### config.mk
export PLATFORM = sky130hd
export DESIGN_NAME = mem_interface_axi_gen
export DESIGN_NICKNAME = d
export VERILOG_FILES = /design/src/rtl/mem_interface_axi_gen.sv
export SDC_FILE = /design/constraint.sdc
export NUM_CORES = 1
export LEC_CHECK = 0
export BUFFER_PORTS_ARGS = -buffer_cell sky130_fd_sc_hd__clkbuf_2
export CORE_MARGIN = 4
export CORE_UTILIZATION = 50
export DETAILED_ROUTE_END_ITERATION = 8
export HOLD_SLACK_MARGIN = 0.12
export PLACE_DENSITY_LB_ADDON = 0.12
export SYNTH_ARGS = -nofsm -noshare
export SYNTH_HDL_FRONTEND = slang
export SYNTH_SLANG_ARGS = --single-unit
export TNS_END_PERCENT = 30
### constraint.sdc
create_clock -name clock -period 3 [get_ports clock]
set_input_delay 0.3 -clock clock [delete_from_list [all_inputs] [get_ports clock]]
set_output_delay 0.3 -clock clock [all_outputs]
set_load 0.005 [all_outputs]
### src/rtl/mem_interface_axi_gen.sv
// Load/store/fetch unit bridging the core to an AXI4-Lite slave.
// Each request is captured at accept time. The unit then runs either the
// AR/R pair or the concurrent AW/W pair followed by B. It returns
// sign/zero-extended load data or the fetched instruction.
module mem_interface_axi_gen #(
    parameter int DATA_W  = 32,
    parameter int ADDR_W  = 32,
    parameter int TIMEOUT = 255
) (
    input  logic                clock,
    input  logic                reset,
    input  logic                enable,
    input  logic [1:0]          W_R,
    input  logic [1:0]          wordsize,
    input  logic                signo,
    input  logic [DATA_W-1:0]   rs1,
    input  logic [DATA_W-1:0]   rs2,
    input  logic [DATA_W-1:0]   imm,
    input  logic [ADDR_W-1:0]   pc,
    output logic                ARvalid,
    input  logic                ARready,
    output logic [ADDR_W-1:0]   ARaddr,
    output logic [2:0]          arprot,
    input  logic                Rvalid,
    output logic                RReady,
    input  logic [DATA_W-1:0]   Rdata,
    input  logic [1:0]          Rresp,
    output logic                AWvalid,
    input  logic                AWready,
    output logic [ADDR_W-1:0]   AWaddr,
    output logic [2:0]          awprot,
    output logic                Wvalid,
    input  logic                Wready,
    output logic [DATA_W-1:0]   Wdata,
    output logic [DATA_W/8-1:0] Wstrb,
    input  logic                Bvalid,
    output logic                Bready,
    input  logic [1:0]          Bresp,
    output logic                busy,
    output logic                done,
    output logic [DATA_W-1:0]   rd,
    output logic                rd_en,
    output logic [31:0]         inst,
    output logic                misaligned,
    output logic                bus_err
);

    localparam int LB     = DATA_W / 8;
    localparam int LANE_W = $clog2(LB);
    localparam int TMR_W  = (TIMEOUT > 1) ? $clog2(TIMEOUT + 1) : 1;

    typedef enum logic [2:0] {
        S_IDLE, S_RADDR, S_RDATA, S_WADDR, S_WRESP, S_DONE
    } state_t;

    typedef enum logic [1:0] {
        OP_STORE, OP_LOAD, OP_FETCH
    } op_t;

    state_t              state_q, state_d;
    op_t                 op_q;
    logic [ADDR_W-1:0]   addr_q;
    logic [1:0]          size_q;
    logic                signo_q;
    logic [2:0]          prot_q;
    logic [DATA_W-1:0]   wdata_q;
    logic [LB-1:0]       strb_q;
    logic [TMR_W-1:0]    timer_q, timer_d;
    logic                aw_done_q, aw_done_d;
    logic                w_done_q, w_done_d;
    logic                err_q, err_d;
    logic                mis_q, mis_d;
    logic                ldok_q, ldok_d;
    logic [DATA_W-1:0]   rd_q;
    logic [31:0]         inst_q;

    // Accept-time datapath
    logic [DATA_W-1:0]   sum;
    logic [ADDR_W-1:0]   acc_addr;
    logic [1:0]          acc_size;
    op_t                 acc_op;
    logic [LANE_W-1:0]   acc_lane;
    logic                acc_mis;
    logic                acc_ill;
    logic [LB-1:0]       acc_mask;
    logic [LB-1:0]       acc_strb;
    logic [DATA_W-1:0]   acc_wdata;

    // Read-return datapath
    logic [DATA_W-1:0]   rsh;
    logic [DATA_W-1:0]   ld_val;
    logic                ext;

    logic ar_hs, r_hs, aw_hs, w_hs, b_hs, tmo;

    // Handshake valids/readies decode straight from state so a reset or
    // timeout drops them on the very next cycle.
    assign ARvalid    = (state_q == S_RADDR);
    assign RReady     = (state_q == S_RDATA);
    assign AWvalid    = (state_q == S_WADDR) && !aw_done_q;
    assign Wvalid     = (state_q == S_WADDR) && !w_done_q;
    assign Bready     = (state_q == S_WRESP);
    assign ARaddr     = addr_q;
    assign AWaddr     = addr_q;
    assign arprot     = prot_q;
    assign awprot     = prot_q;
    assign Wdata      = wdata_q;
    assign Wstrb      = strb_q;
    assign busy       = (state_q != S_IDLE);
    assign done       = (state_q == S_DONE);
    assign misaligned = done && mis_q;
    assign bus_err    = done && err_q;
    assign rd_en      = done && ldok_q;
    assign rd         = rd_q;
    assign inst       = inst_q;

    assign ar_hs = ARvalid && ARready;
    assign r_hs  = RReady && Rvalid;
    assign aw_hs = AWvalid && AWready;
    assign w_hs  = Wvalid && Wready;
    assign b_hs  = Bready && Bvalid;
    assign tmo   = (TIMEOUT != 0) && (timer_q == TMR_W'(TIMEOUT - 1));

    // Decode the incoming request: address, size, alignment, lane strobes and replicated store data.
    always_comb begin
        // NOTE: every comb output gets a default first so no path leaves it unassigned (no latch).
        sum       = rs1 + imm;
        acc_op    = W_R[1] ? OP_FETCH : (W_R[0] ? OP_LOAD : OP_STORE);
        acc_addr  = (acc_op == OP_FETCH) ? pc : sum[ADDR_W-1:0];
        acc_size  = (acc_op == OP_FETCH) ? 2'b10 : wordsize;
        acc_lane  = acc_addr[LANE_W-1:0];
        acc_mis   = 1'b0;
        acc_mask  = '0;
        acc_wdata = '0;
        case (acc_size)
            2'b01:   acc_mis = acc_addr[0];
            2'b10:   acc_mis = |acc_addr[1:0];
            2'b11:   acc_mis = |acc_addr[2:0];
            default: acc_mis = 1'b0;
        endcase
        acc_ill = (acc_op != OP_FETCH) && (wordsize == 2'b11) && (DATA_W == 32);
        for (int i = 0; i < LB; i++) begin
            acc_mask[i] = (i < (1 << acc_size));
            case (acc_size)
                2'b00:   acc_wdata[8*i +: 8] = rs2[7:0];
                2'b01:   acc_wdata[8*i +: 8] = rs2[8*(i%2) +: 8];
                2'b10:   acc_wdata[8*i +: 8] = rs2[8*(i%4) +: 8];
                default: acc_wdata[8*i +: 8] = rs2[8*i +: 8];
            endcase
        end
        acc_strb = acc_mask << acc_lane;
    end

    // Align the returned beat to the addressed lane and extend it to full width.
    always_comb begin
        rsh    = Rdata >> {addr_q[LANE_W-1:0], 3'b000};
        ld_val = rsh;
        case (size_q)
            2'b00:   ext = signo_q && rsh[7];
            2'b01:   ext = signo_q && rsh[15];
            2'b10:   ext = signo_q && rsh[31];
            default: ext = 1'b0;
        endcase
        for (int j = 0; j < DATA_W; j++) begin
            if (j >= (8 << size_q)) ld_val[j] = ext;
        end
    end

    // Next-state logic, per-state timeout and completion status flags.
    always_comb begin
        state_d   = state_q;
        timer_d   = timer_q + 1'b1;
        aw_done_d = aw_done_q;
        w_done_d  = w_done_q;
        err_d     = err_q;
        mis_d     = mis_q;
        ldok_d    = ldok_q;
        case (state_q)
            S_IDLE: begin
                err_d  = 1'b0;
                mis_d  = 1'b0;
                ldok_d = 1'b0;
                if (enable) begin
                    if (acc_ill) begin
                        state_d = S_DONE;
                        err_d   = 1'b1;
                    end else if (acc_mis) begin
                        state_d = S_DONE;
                        mis_d   = 1'b1;
                    end else if (acc_op == OP_STORE) begin
                        state_d   = S_WADDR;
                        aw_done_d = 1'b0;
                        w_done_d  = 1'b0;
                    end else begin
                        state_d = S_RADDR;
                    end
                end
            end
            S_RADDR: begin
                if (ar_hs) begin
                    state_d = S_RDATA;
                end else if (tmo) begin
                    state_d = S_DONE;
                    err_d   = 1'b1;
                end
            end
            S_RDATA: begin
                if (r_hs) begin
                    state_d = S_DONE;
                    if (Rresp != 2'b00) err_d = 1'b1;
                    else ldok_d = (op_q == OP_LOAD);
                end else if (tmo) begin
                    state_d = S_DONE;
                    err_d   = 1'b1;
                end
            end
            S_WADDR: begin
                aw_done_d = aw_done_q || aw_hs;
                w_done_d  = w_done_q || w_hs;
                if (aw_done_d && w_done_d) begin
                    state_d = S_WRESP;
                end else if (tmo) begin
                    state_d = S_DONE;
                    err_d   = 1'b1;
                end
            end
            S_WRESP: begin
                if (b_hs) begin
                    state_d = S_DONE;
                    err_d   = (Bresp != 2'b00);
                end else if (tmo) begin
                    state_d = S_DONE;
                    err_d   = 1'b1;
                end
            end
            default: state_d = S_IDLE;
        endcase
        if (state_d != state_q) timer_d = '0;
    end

    // State and datapath registers; request fields latch only on accept.
    always_ff @(posedge clock) begin
        // NOTE: sequential state uses non-blocking assignments so all registers update together.
        if (reset) begin
            state_q   <= S_IDLE;
            op_q      <= OP_STORE;
            addr_q    <= '0;
            size_q    <= '0;
            signo_q   <= 1'b0;
            prot_q    <= '0;
            wdata_q   <= '0;
            strb_q    <= '0;
            timer_q   <= '0;
            aw_done_q <= 1'b0;
            w_done_q  <= 1'b0;
            err_q     <= 1'b0;
            mis_q     <= 1'b0;
            ldok_q    <= 1'b0;
            rd_q      <= '0;
            inst_q    <= '0;
        end else begin
            state_q   <= state_d;
            timer_q   <= timer_d;
            aw_done_q <= aw_done_d;
            w_done_q  <= w_done_d;
            err_q     <= err_d;
            mis_q     <= mis_d;
            ldok_q    <= ldok_d;
            if (state_q == S_IDLE && enable) begin
                op_q    <= acc_op;
                addr_q  <= acc_addr;
                size_q  <= acc_size;
                signo_q <= signo;
                prot_q  <= (acc_op == OP_FETCH) ? 3'b100 : 3'b000;
                wdata_q <= acc_wdata;
                strb_q  <= acc_strb;
            end
            if (state_q == S_RDATA && r_hs && Rresp == 2'b00) begin
                if (op_q == OP_FETCH) inst_q <= rsh[31:0];
                else rd_q <= ld_val;
            end
        end
    end

endmodule

==> impl_metrics.toml, run 1 <==
[clock_tree]
htree_levels = 4
clockBufferDepth = 2
cts.reportedPaths.clkPinSlew_ns = 0.07
cts_tree = "yes"
clkLatencyLatePin_ns = 0.43
numCtsBuffers = 17
postCtsSetupBuffers = 0
ctsResizeCount = 0
hold_buffers = 1
root_buffer = "clkbuf_16"
cts_sinks = 154

[routing]
drc = 0
routed_via_density = 5.66
wl_per_cell_um = 17.7
firstDrtPassIters = 5
wl_mm = 30.7
ant_nets = 0
routed-via-count = 9821
drt-initial-drc-count = 651

[layout]
diodes = 0
fin_nets = 1710
final_cell_count_no_fill = 1734
postLayoutCellArea_um2 = 11500
drive_above_1_share_pct = 28.6
area_delta_synth_final_pct = 24.1
fillerInstances = 1687

[floorplan]
io_pins = 357
die_h_um = 144
core_um2 = 18100
start_util_pct = 51.0
row_count = 49
die-area_um2 = 20700
die-width_um = 144

[sta]
maxSlewHeadroom_pct = 49.3
rsz0062_at_grt = "no"
drv_slew = 0
whs_ns = 0.145
setup-tns-final_ns = 0
finalCriticalPeriod_ns = 2.56
finClkSkew_ns = 0.0124
period_share_pct = 85.3
hold_viol_final = 0
tightest_slew_ns = 0.754
max_freq_mhz = 391
final-setup-viol-count = 0

[global_routing]
grt_max_degree = 72
grt_pass1_wl_mm = 46.7
track_usage_pct = 28.3
antenna_found_initial = 1
overflow = 0
first_global_vias = 8950

[power]
p_sw_share_pct = 33.8
p_seq_share_pct = 39.3
pwr_density_cell_nw_per_um2 = 518
pwr-share-clk_pct = 33.4
power_switching_mw = 2.00
power_mw = 5.93
internal-power_mw = 3.93
peakVddDrop_mv = 0.389
power.share.combinational_pct = 27.3
power.leakage_nw = 5.10

[logic_synthesis]
synth-seq-cells = 154
synthTopCellsByCount = "nand2_1 (208), dfxtp_1 (154), a21oi_1 (134), nor2_1 (116), clkbuf_1 (71)"
syn_inst = 1212
ys_types = 70
async_flop_share_pct = 0
synth-main-ff-cell = "dfxtp_1"
syn_area_um2 = 9230
yosysWarnings = 0
synth_top_area_share_pct = 33.4
synth_edf_count = 0
synthTopCellsByArea = "dfxtp_1 (33%), nand2_1 (8.5%), a21oi_1 (7.3%)"
yosysMostFrequentCell = "nand2_1"
yosysSeqAreaShare_pct = 33.4
syn_avg_cell_area_um2 = 7.61
yosysTopAreaCell = "dfxtp_1"

[worst_setup_path]
required_ns = 3.35
reg2reg_from = "state_q[2]"
reg2reg_slack_ns = 0.44
end_kind = "flip-flop"
ff2ff_path_depth = 7
worstSetupPathType = "reg2reg"
critPathArrivalTime_ns = 2.91
startpoint = "state_q[2]"
r2r_end = "inst[25]"
start_kind = "flip-flop"
cp_max_fo = 18

[worst_hold_path]
holdPathStages = 3
holdPathEnd = "Wdata[23]"
min_path_type = "in2reg"
hp-start = "rs2[23]"

[placed_design]
placed_area_um2 = 10900
placedCellCount = 1702
dpl.hpwl_mm = 23.8
globalplace.congestion = 1.00
port-buffer-count = 352

[outcome]
status = "completed"

[job]
maxCapViolCount = 0
==> layer usage <==
layer	share of wire, %	vias up	GRT usage, %
met5	0.042	-	0
met4	3.7	2	11.9
met3	8.2	80	5.62
met2	49	494	48.5
met1	39	4431	34.6
li1	-	4814	-
==> registers in the layout, summed over array words and instances, names as in the netlist, 2 cells and up <==
register  count
ARaddr       32
Wdata        32
inst         32
rd           32
timer_q       8
Wstrb         4
state_q       3
op_q          2
size_q        2
==> worst max-delay path, stage by stage (launching register included) <==
cell     delay (ns)
dfxtp_1        0.49
inv_2          0.20
nand2_1        0.08
nor4_1         0.58
and2_1         0.60
buf_4          0.28
nand3_1        0.09
a21oi_1        0.16
==> cell type report <==
class / count / area (µm²) / area share (%)
Tap cell: 229 / 287 / 2.50
Inverter: 23 / 86.3 / 0.754
Sequential cell: 154 / 3080 / 26.9
Multi-Input combinational cell: 918 / 5480 / 47.9
Clock buffer: 17 / 425 / 3.72
Timing Repair Buffer: 379 / 1970 / 17.2
Clock inverter: 14 / 118 / 1.03
==> per-stage QoR <==
step           util (%)  worst slack, ns
2_1_floorplan         -            0.606
3_3_place_gp       60.3            0.351
3_5_place_dp       60.3            0.301
4_1_cts            63.3            0.464
5_1_grt            63.3            0.169
6_report           63.3            0.442
==> cell families (layout without fill, tap and decap cells) <==
family	after synthesis	in the layout	share of synthesized area [%]
compound gates	346	346	24.1
xor+xnor	24	24	2.28
fa+ha+maj	40	40	5.50
simple gates	449	449	21.2
other cells	1	4	0.0406
buf+inv	143	433	7.39
flops	154	154	33.4
mux	55	55	6.06
==> placed cells by master (no fill, tap or decap), drive strengths merged, types with 9 or more instances in the layout <==
cell type    n
a311oi      13
o21ai       56
xor2        13
dfxtp      154
clkbuf     368
nor2b        9
ha          39
a21o        11
mux2i       48
nand3b       9
o22ai       10
o211ai      26
buf         27
nand2      208
or3         12
inv         28
nor2       117
a21oi      134
xnor2       11
a211oi      43
and3        17
nor3        20
nand3       29
==> how the worst max path moves through the flow <==
stage / end / slack, ns / cells past startpoint
2_1_floorplan: ARaddr[20] / 0.61 / 8
3_3_place_gp: timer_q[6] / 0.35 / 11
3_5_place_dp: timer_q[3] / 0.30 / 11
4_1_cts: inst[25] / 0.46 / 7
5_1_grt: rd[15] / 0.17 / 8
6_report: inst[25] / 0.44 / 7
==> power by group through the flow <==
stage	sequential [mW]	combinational (mW)	clock, mW
floorplan	2.33	1.07	0
global placement	2.37	1.59	0
detailed placement	2.37	1.60	0
CTS	2.33	1.61	2.02
global route	2.35	1.79	2.10
finish	2.33	1.62	1.98
Power figures use the tool's default switching activity.
==> run 2: changes to the inputs <==
CORE_UTILIZATION = 45   (was 50)
clock period = 2.2 ns   (was 3 ns; I/O delays follow)
==> run 2 against run 1 <==
Net effect: sequential share of layout area is 2.7 points lower; count of clock-buffer cells in the layout stayed put; sequential power is 36% higher; core utilization is 0.38 points lower; critical path type unchanged; largest cell class unchanged; largest power group unchanged.
==> impl_metrics.toml, run 2 (synthesis results as in run 1) <==
[placed_design]
dpl.hpwl_mm = 25.5
placedCellCount = 1820
port-buffer-count = 352
pre_cts_slack_ns = -0.269
globalplace.congestion = 0.935

[global_routing]
first_global_vias = 9877
track_usage_pct = 27.8
antenna_found_initial = 2
grt_max_degree = 63
overflow = 0
grt_pass1_wl_mm = 50.6

[power]
power_switching_mw = 2.97
peakVddDrop_mv = 0.438
internal-power_mw = 5.87
power.leakage_nw = 5.72
power.share.combinational_pct = 28.8
pwr_density_cell_nw_per_um2 = 694
pwr-share-clk_pct = 35.4
p_sw_share_pct = 33.6
p_seq_share_pct = 35.8

[sta]
setup-tns-final_ns = 0
final-setup-viol-count = 0
hold_viol_final = 0
period_share_pct = 92.0
finalCriticalPeriod_ns = 2.02
drv_slew = 0
maxSlewHeadroom_pct = 67.2
timing.final.ws_setup_ns = 0.177
max_freq_mhz = 494
finClkSkew_ns = 0.0112
rsz0062_at_grt = "no"
tightest_slew_ns = 0.488

[layout]
area_delta_synth_final_pct = 38.0
mostFrequentLayoutCells = "clkbuf_2 (351), nand2_1 (206), dfxtp_1 (153)"
layout_commonest_cell = "clkbuf_2"
fin_nets = 1828
utilization_pct = 62.9
drive_above_1_share_pct = 32.0
final_cell_count_no_fill = 1895

[worst_setup_path]
critPathArrivalTime_ns = 2.35
crit_top_cell = "buf_4"
crit_chain = "buf_4, mux2i_1, nor2_1, a2111oi_4, a21oi_1, buf_4, a211oi_1"
required_ns = 2.53
cp_max_fo = 15
worstSetupPathType = "reg2reg"
cp_slowest_cell = "dfxtp_1"
critPathMaxStageDelay_ns = 0.41
start_kind = "flip-flop"
end_kind = "flip-flop"

[routing]
wl_mm = 33.1
routed-via-count = 10300
drt-initial-drc-count = 523
routed_via_density = 5.41
wl_per_cell_um = 17.5
ant_nets = 0
firstDrtPassIters = 5
drc = 0

[job]
maxCapViolCount = 0

[floorplan]
core_um2 = 20200
die_h_um = 151
die-area_um2 = 22900
row_count = 52
io_pins = 357
die-width_um = 151
start_util_pct = 45.6

[clock_tree]
htree_levels = 4
numCtsBuffers = 17
cts_sinks = 154
cts_tree = "yes"
root_buffer = "clkbuf_16"
clockBufferDepth = 2
clkLatencyLatePin_ns = 0.43
cts.reportedPaths.clkPinSlew_ns = 0.07

[outcome]
status = "completed"

[worst_hold_path]
min_path_type = "in2reg"
[run 2: changes by cell type in the layout (fill, tap and decap cells not counted), moves of 5 or more]
| cell | change |
|---|---|
| ha_4 | +5 |
| buf_4 | +70 |
| dlygate4sd3_1 | +41 |
| ha_1 | -5 |
| clkinv_4 | -5 |
| buf_12 | +6 |
[run 2: path summary, 6_finish.rpt]
kind / startpoint / to / slack, ns / cells past startpoint
worst max-delay path: ARaddr[0] / rd[20] / 0.18 / 7
worst min-delay path: pc[13] / ARaddr[13] / 0.13 / 3
worst max register to register: ARaddr[0] / rd[20] / 0.18 / 7
worst min register to register: rd[0] / rd[0] / 0.46 / 2
[run 2: worst max-delay path: cells and delay by family (launching register included)]
kind	cells	cell delay [ns]
AOI/OAI and AO/OA	3	0.75
buffers and inverters	2	0.38
DFF	1	0.41
muxes	1	0.28
and+or+nand+nor	1	0.11
[run 2: routing by layer]
| layer | vias up | GRT usage, % | share of wire (%) |
|---|---|---|---|
| li1 | 5052 | - | - |
| met1 | 4674 | 35.0 | 41 |
| met2 | 454 | 47.1 | 48 |
| met3 | 74 | 5.18 | 7.2 |
| met4 | 2 | 10.5 | 3.1 |
| met5 | - | 0 | 0.039 |
[run 2: final cells by class]
class | instances | area [µm²]
multi-input combinational | 918 | 5570
clock inverter | 15 | 196
tap | 270 | 338
sequential | 154 | 3080
clock buffer | 17 | 425
antenna | 1 | 2.50
inverter | 23 | 86.3
timing repair buffer | 497 | 3040
fill | 1826 | 7500
[run 2: repair_timing]
action	4_1_cts	5_1_grt
endpoints found under the hold margin	41	0
resized for setup	0	5
hold buffers	42	0
buffers inserted	0	0
setup endpoints to repair	0	16
[run 2: power by group through the flow]
stage          combinational (mW)  clock (mW)  sequential (mW)
2_1_floorplan                1.48           0             3.18
3_3_place_gp                 2.43           0             3.22
3_5_place_dp                 2.45           0             3.22
4_1_cts                      2.53        3.17             3.16
5_1_grt                      2.80        3.27             3.19
6_report                     2.55        3.12             3.16
[run 2: metrics by stage]
stage	area (µm²)	power (mW)	hold slack, ns
finish	12700	8.84	0.127
CTS	12700	8.86	0.121
detailed placement	11700	5.67	0.445
global route	12700	9.26	0.137
global placement	11700	5.66	0.442
floorplan	9310	4.66	0.356
